<file path="src/rtl/brainfuck_pkg.sv">
// Shared constants and types for the brainfuck program loader and its receiver.
package brainfuck_pkg;

  localparam logic [7:0] BF_INC        = 8'h2B;
  localparam logic [7:0] BF_DEC        = 8'h2D;
  localparam logic [7:0] BF_LEFT       = 8'h3C;
  localparam logic [7:0] BF_RIGHT      = 8'h3E;
  localparam logic [7:0] BF_LOOP_OPEN  = 8'h5B;
  localparam logic [7:0] BF_LOOP_CLOSE = 8'h5D;
  localparam logic [7:0] BF_OUT        = 8'h2E;
  localparam logic [7:0] BF_IN         = 8'h2C;
  localparam logic [7:0] BF_TERM       = 8'h00;

  typedef enum logic [1:0] {
    IDLE,
    DATA,
    STOP
  } rx_state_t;

  function automatic logic is_bf_instr(input logic [7:0] b);
    case (b)
      BF_INC, BF_DEC, BF_LEFT, BF_RIGHT,
      BF_LOOP_OPEN, BF_LOOP_CLOSE, BF_OUT, BF_IN: return 1'b1;
      default:                                    return 1'b0;
    endcase
  endfunction

endpackage

</file>
<file path="src/rtl/uart_rx_tick.sv">
// 8N1 receiver advanced only on bit-rate ticks; byte and status pulses are combinational
// on the stop-bit tick, so the consumer can register the write one cycle later.
module uart_rx_tick
  import brainfuck_pkg::*;
(
  input  logic       clk,
  input  logic       rst_n,
  input  logic       tick,
  input  logic       rx,
  input  logic       abort,
  output logic [7:0] rx_dat,
  output logic       rx_vld,
  output logic       frame_err
);

  rx_state_t  state_q, state_d;
  logic [2:0] bit_cnt_q, bit_cnt_d;
  logic [7:0] shift_q, shift_d;

  always_ff @(posedge clk or negedge rst_n) begin
    if (!rst_n) begin
      state_q   <= IDLE;
      bit_cnt_q <= '0;
      shift_q   <= '0;
    end else begin
      state_q   <= state_d;
      bit_cnt_q <= bit_cnt_d;
      shift_q   <= shift_d;
    end
  end

  always_comb begin
    state_d   = state_q;
    bit_cnt_d = bit_cnt_q;
    shift_d   = shift_q;
    rx_vld    = 1'b0;
    frame_err = 1'b0;
    // Abort wins over a same-cycle tick, which drops a byte finishing on the close edge.
    if (abort) begin
      state_d   = IDLE;
      bit_cnt_d = '0;
    end else if (tick) begin
      unique case (state_q)
        IDLE: begin
          if (!rx) begin
            state_d   = DATA;
            bit_cnt_d = '0;
          end
        end
        DATA: begin
          shift_d   = {rx, shift_q[7:1]};
          bit_cnt_d = bit_cnt_q + 3'd1;
          if (bit_cnt_q == 3'd7) state_d = STOP;
        end
        STOP: begin
          state_d = IDLE;
          if (rx) rx_vld    = 1'b1;
          else    frame_err = 1'b1;
        end
        default: state_d = IDLE;
      endcase
    end
  end

  assign rx_dat = shift_q;

endmodule

</file>
<file path="src/rtl/brainfuck_loader.sv">
// Serial program loader: writes received bytes to sequential addresses, 0x00 terminator on close.
// BF_FILTER_EN keeps only the eight instruction characters; otherwise every valid byte is stored.
module brainfuck_loader
  import brainfuck_pkg::*;
#(
  parameter int ADDR_W = 4
) (
  input  logic              sysClk,
  input  logic              reset,
  input  logic              uartEn,
  input  logic              loading,
  input  logic              rx,
  output logic              memWe,
  output logic [ADDR_W-1:0] memAddr,
  output logic [7:0]        memData,
  output logic [ADDR_W:0]   progLen,
  output logic              full,
  output logic              frameErr,
  output logic              loadDone
);

  localparam logic [ADDR_W:0] CAPACITY = {1'b1, {ADDR_W{1'b0}}};
  localparam logic [ADDR_W:0] PTR_ONE  = {{ADDR_W{1'b0}}, 1'b1};

  logic              loading_q, loading_d;
  logic              close_q, close_d;
  logic [ADDR_W:0]   ptr_q, ptr_d;
  logic              full_q, full_d;
  logic              frame_err_q, frame_err_d;
  logic              mem_we_q, mem_we_d;
  logic [ADDR_W-1:0] mem_addr_q, mem_addr_d;
  logic [7:0]        mem_data_q, mem_data_d;
  logic              load_done_q, load_done_d;

  logic       win_open, win_close;
  logic [7:0] rx_dat;
  logic       rx_vld, rx_fe;
  logic       filter_ok;

  assign win_open  = loading && !loading_q;
  assign win_close = !loading && loading_q;

  uart_rx_tick u_rx (
    .clk       (sysClk),
    .rst_n     (reset),
    .tick      (uartEn),
    .rx        (rx),
    .abort     (!loading),
    .rx_dat    (rx_dat),
    .rx_vld    (rx_vld),
    .frame_err (rx_fe)
  );

`ifdef BF_FILTER_EN
  assign filter_ok = is_bf_instr(rx_dat);
`else
  assign filter_ok = 1'b1;
`endif

  always_ff @(posedge sysClk or negedge reset) begin
    if (!reset) begin
      loading_q   <= 1'b0;
      close_q     <= 1'b0;
      ptr_q       <= '0;
      full_q      <= 1'b0;
      frame_err_q <= 1'b0;
      mem_we_q    <= 1'b0;
      mem_addr_q  <= '0;
      mem_data_q  <= '0;
      load_done_q <= 1'b0;
    end else begin
      loading_q   <= loading_d;
      close_q     <= close_d;
      ptr_q       <= ptr_d;
      full_q      <= full_d;
      frame_err_q <= frame_err_d;
      mem_we_q    <= mem_we_d;
      mem_addr_q  <= mem_addr_d;
      mem_data_q  <= mem_data_d;
      load_done_q <= load_done_d;
    end
  end

  always_comb begin
    loading_d   = loading;
    close_d     = win_close;
    ptr_d       = ptr_q;
    full_d      = full_q;
    frame_err_d = frame_err_q;
    mem_we_d    = 1'b0;
    mem_addr_d  = mem_addr_q;
    mem_data_d  = mem_data_q;
    load_done_d = 1'b0;
    if (win_open) begin
      ptr_d       = '0;
      full_d      = 1'b0;
      frame_err_d = 1'b0;
    end else begin
      if (rx_fe) frame_err_d = 1'b1;
      // The receiver is held in abort while loading is low, so no data byte can race the terminator.
      if (close_q) begin
        load_done_d = 1'b1;
        if (!full_q) begin
          mem_we_d   = 1'b1;
          mem_addr_d = ptr_q[ADDR_W-1:0];
          mem_data_d = BF_TERM;
        end
      end else if (rx_vld && filter_ok && (ptr_q < CAPACITY)) begin
        mem_we_d   = 1'b1;
        mem_addr_d = ptr_q[ADDR_W-1:0];
        mem_data_d = rx_dat;
        ptr_d      = ptr_q + PTR_ONE;
        if (ptr_d == CAPACITY) full_d = 1'b1;
      end
    end
  end

  assign memWe    = mem_we_q;
  assign memAddr  = mem_addr_q;
  assign memData  = mem_data_q;
  assign progLen  = ptr_q;
  assign full     = full_q;
  assign frameErr = frame_err_q;
  assign loadDone = load_done_q;

endmodule

</file>
<file path="config.mk">
export PLATFORM = sky130hd
export DESIGN_NAME = brainfuck_loader
export DESIGN_NICKNAME = d
export VERILOG_FILES = /design/src/rtl/brainfuck_pkg.sv /design/src/rtl/uart_rx_tick.sv /design/src/rtl/brainfuck_loader.sv
export SDC_FILE = /design/constraint.sdc
export NUM_CORES = 1
export LEC_CHECK = 0
export CORE_MARGIN = 10
export CORE_UTILIZATION = 35
export DETAILED_ROUTE_END_ITERATION = 16
export DONT_BUFFER_PORTS = 1
export PLACE_DENSITY = 0.57
export SLEW_MARGIN = 25
export SYNTH_ARGS = -nofsm -noshare
export SYNTH_HDL_FRONTEND = slang
export SYNTH_SLANG_ARGS = --single-unit
export TNS_END_PERCENT = 30
</file>
<file path="constraint.sdc">
create_clock -name sysClk -period 1.7 [get_ports sysClk]
set_input_delay 0.51 -clock sysClk [delete_from_list [all_inputs] [get_ports sysClk]]
set_output_delay 0.51 -clock sysClk [all_outputs]
set_load 0.02 [all_outputs]
</file>
==> flow_summary.json, run 1 <==
{
  "outcome": "completed",
  "cts.clk_slew.worst_paths_ns": 0.08,
  "tightest_slew_ns": 0.417,
  "grt_pass1_vias": 1092,
  "route.detailed.drc": 0,
  "yosys.area_share.simple": 0.155,
  "synth_common_cells": "36 x dfrtp_1, 13 x nand2_1, 12 x o21ai_0",
  "synth_seq_cells": 36,
  "ys_seq_area_frac": 0.546,
  "postRouteAntennaNets": 0,
  "synth_edf_count": 0,
  "first_pass_iters": 4,
  "wl_um": 3440,
  "crit_path_cell_trace": "or3b_4 -> a221o_4 -> mux2_4",
  "final_area_um2": 1920,
  "crit_path_start": "close_q",
  "syn-num-nets": 144,
  "syn_area_um2": 1650,
  "path_depth": 3,
  "grt_util_all_layers": 0.0943,
  "syn_avg_cell_area_um2": 12.1,
  "cp.required_ns": 1.88,
  "cts.repair.resized": 0,
  "cts_setup_buffers": 0,
  "cp-end-kind": "register",
  "period_needed_ns": 1.63,
  "cp-start-kind": "register",
  "vias": 1095,
  "drt_iter0_drc": 52,
  "diodes": 0,
  "yosysTopAreaCell": "dfrtp_1",
  "ys.warnings.count": 0,
  "areaGrowthSynthToFinish_pct": 16.7,
  "synth_top_area_share": 0.546,
  "clk_latency_ns": 0.29,
  "synth_compound_area_frac": 0.0933,
  "max_cap_viol_count": 0,
  "slew_headroom": 0.722,
  "dieWidth_um": 88.6,
  "yosys-top-cells-area": "dfrtp_1 55%, mux2_2 7.5%, mux2i_1 5.5%",
  "antenna_found_initial": 0,
  "path_buf_inv": 0,
  "slowest_stage": "or3b_4",
  "cts_tree": "done",
  "core_um2": 4440,
  "hold_path.class": "input port to async pin",
  "cpLargestDelayFamily": "simple AND/OR/NAND/NOR gates",
  "viasPerCell": 5.32,
  "grt.overflow.total": 0,
  "leakagePower_uw": 0.000974,
  "cts.sinks": 36,
  "grt_max_degree": 37,
  "synth_top_family_by_area": "multiplexers",
  "reg2reg_depth": 3,
  "setup_viol": 0,
  "synthAdderAreaFrac": 0.0228,
  "ys_async_sr_fraction": 1.00,
  "drive_gt1_frac": 0.286,
  "dpl_cell_area_um2": 1790,
  "synth_xor_area_frac": 0,
  "cts_buffers": 5,
  "crit_arrival_ns": 1.81,
  "hold_viol": 0,
  "clock-skew-final_ns": 0.00431,
  "ios": 26,
  "fin_tns_setup_ns": 0,
  "ys_types": 34,
  "dieHeight_um": 88.6,
  "wire_per_inst_um": 16.7,
  "slowest_delay_ns": 0.41,
  "finalCritPeriodShare": 0.957,
  "rsz0062_at_grt": "false",
  "grt_first_pass_wirelength_um": 5650,
  "routabilityCongestion": 0.774,
  "muxShareOfSynthArea": 0.166,
  "synth_most_common_cell": "dfrtp_1",
  "critPathMaxFanout": 5,
  "htreeDepth": 2,
  "nNetsFinal": 161,
  "cts_root_buffer": "clkbuf_8",
  "fp.dieArea_um2": 7860,
  "initial_utilization": 0.371,
  "ys.flop_type": "dfrtp_1",
  "cts_buffer_depth": 2,
  "drv_slew": 0,
  "vdd_drop_max_mv": 0.296,
  "syn_inst": 136,
  "r2r-start": "close_q",
  "holdWs_ns": 0.0494,
  "max_freq_mhz": 615,
  "hpwl_um": 2510,
  "port_buffers": 0,
  "path_class": "register to register",
  "cellPowerDensity_nw_per_um2": 946,
  "fp-row-count": 24
}
## path summary, 6_finish.rpt
| path | endpoint | slack, ns |
|---|---|---|
| min reg2reg | u_rx.bit_cnt_q[2] | 0.51 |
| min in group sysClk | loading_q | 0.24 |
| max in group asynchronous | progLen[4] | 1.46 |
| min | u_rx.state_q[0] | 0.05 |
| max | memAddr[3] | 0.07 |
| max reg2reg | memAddr[3] | 0.07 |
## sequential cells by signal, indices dropped and copies added (netlist names)
| signal | count |
|---|---|
| close_q | 1 |
| frameErr | 1 |
| full | 1 |
| loadDone | 1 |
| loading_q | 1 |
| memAddr | 4 |
| memData | 8 |
| memWe | 1 |
| progLen | 5 |
| u_rx.bit_cnt_q | 3 |
| u_rx.rx_dat | 8 |
| u_rx.state_q | 2 |
## layout make-up
class / count / area [um^2]
clock buffer: 5 / 68.8
clock inverter: 3 / 42.5
fill: 421 / 2520
inverter: 2 / 7.51
multi-input combinational: 94 / 721
sequential: 36 / 902
tap: 52 / 65.1
timing repair buffer: 14 / 118
## timing repair
item / in CTS / in global routing
hold buffers: 1 / 0
endpoints found under the hold margin: 36 / 0
endpoints found under the setup margin: 0 / 0
## metal layers
metal	track usage	wire length (um)	up-vias
li1	-	-	516
met3	0.0432	270	6
met1	0.104	1370	550
met5	0	0	-
met4	0.0396	58	0
met2	0.154	1740	23
## stage by stage
| stage | instances | utilization | worst slack [ns] | power (uW) |
|---|---|---|---|---|
| 4_1_cts | 206 | 0.433 | 0.0711 | 1850 |
| 3_3_place_gp | 197 | 0.403 | -0.0139 | 1060 |
| 3_5_place_dp | 197 | 0.403 | -0.0265 | 1070 |
| 6_report | 206 | 0.433 | 0.0730 | 1820 |
| 5_1_grt | 206 | 0.433 | 0.0337 | 1900 |
| 2_1_floorplan | 136 | - | -0.0148 | 1030 |
## power by group
part | internal [uW] | leakage, uW | total, uW | switching [uW]
sequential | 899 | 0.000491 | 931 | 32.5
clock | 434 | 0.0000541 | 751 | 317
combinational | 72.8 | 0.000429 | 139 | 66.7
## cells by family after synthesis
logic type	Yosys count
AND/OR/NAND/NOR	43
flip-flops	36
AO/OA/AOI/OAI	24
multiplexers	24
buffers and inverters	6
adder cells (fa/ha/maj)	3
## worst reg2reg max path: cells and delay by family (launching register included)
family             cells  cell delay (ns)
AOI/OAI and AO/OA      1             0.41
DFF                    1             0.39
muxes                  1             0.31
and+or+nand+nor        1             0.41
## cell usage in the layout (no fill, tap or decap), types with 2 or more instances in the layout
cell type | synthesis | routed
nand2_1 | 13 | 13
nand2b_1 | 4 | 4
mux2i_1 | 9 | 9
nor2b_1 | 5 | 5
mux2_2 | 11 | 11
nand3_1 | 5 | 5
o31ai_1 | 2 | 2
dfrtp_1 | 36 | 35
mux2_4 | 4 | 4
o21ai_0 | 12 | 12
and4b_1 | 2 | 2
buf_4 | 1 | 13
and3_1 | 2 | 2
clkbuf_8 | 0 | 5
ha_1 | 3 | 3
nor2_1 | 3 | 3
a21oi_1 | 5 | 5
(Power assumes the default switching activity.)
==> run 2: changes to the inputs <==
- CAP_MARGIN: default -> 20
- CTS_BUF_LIST: default -> sky130_fd_sc_hd__clkbuf_2 sky130_fd_sc_hd__clkbuf_4 sky130_fd_sc_hd__clkbuf_8
==> results of run 2 <==
Final layout, timing and power as in run 1 (identical DEF).
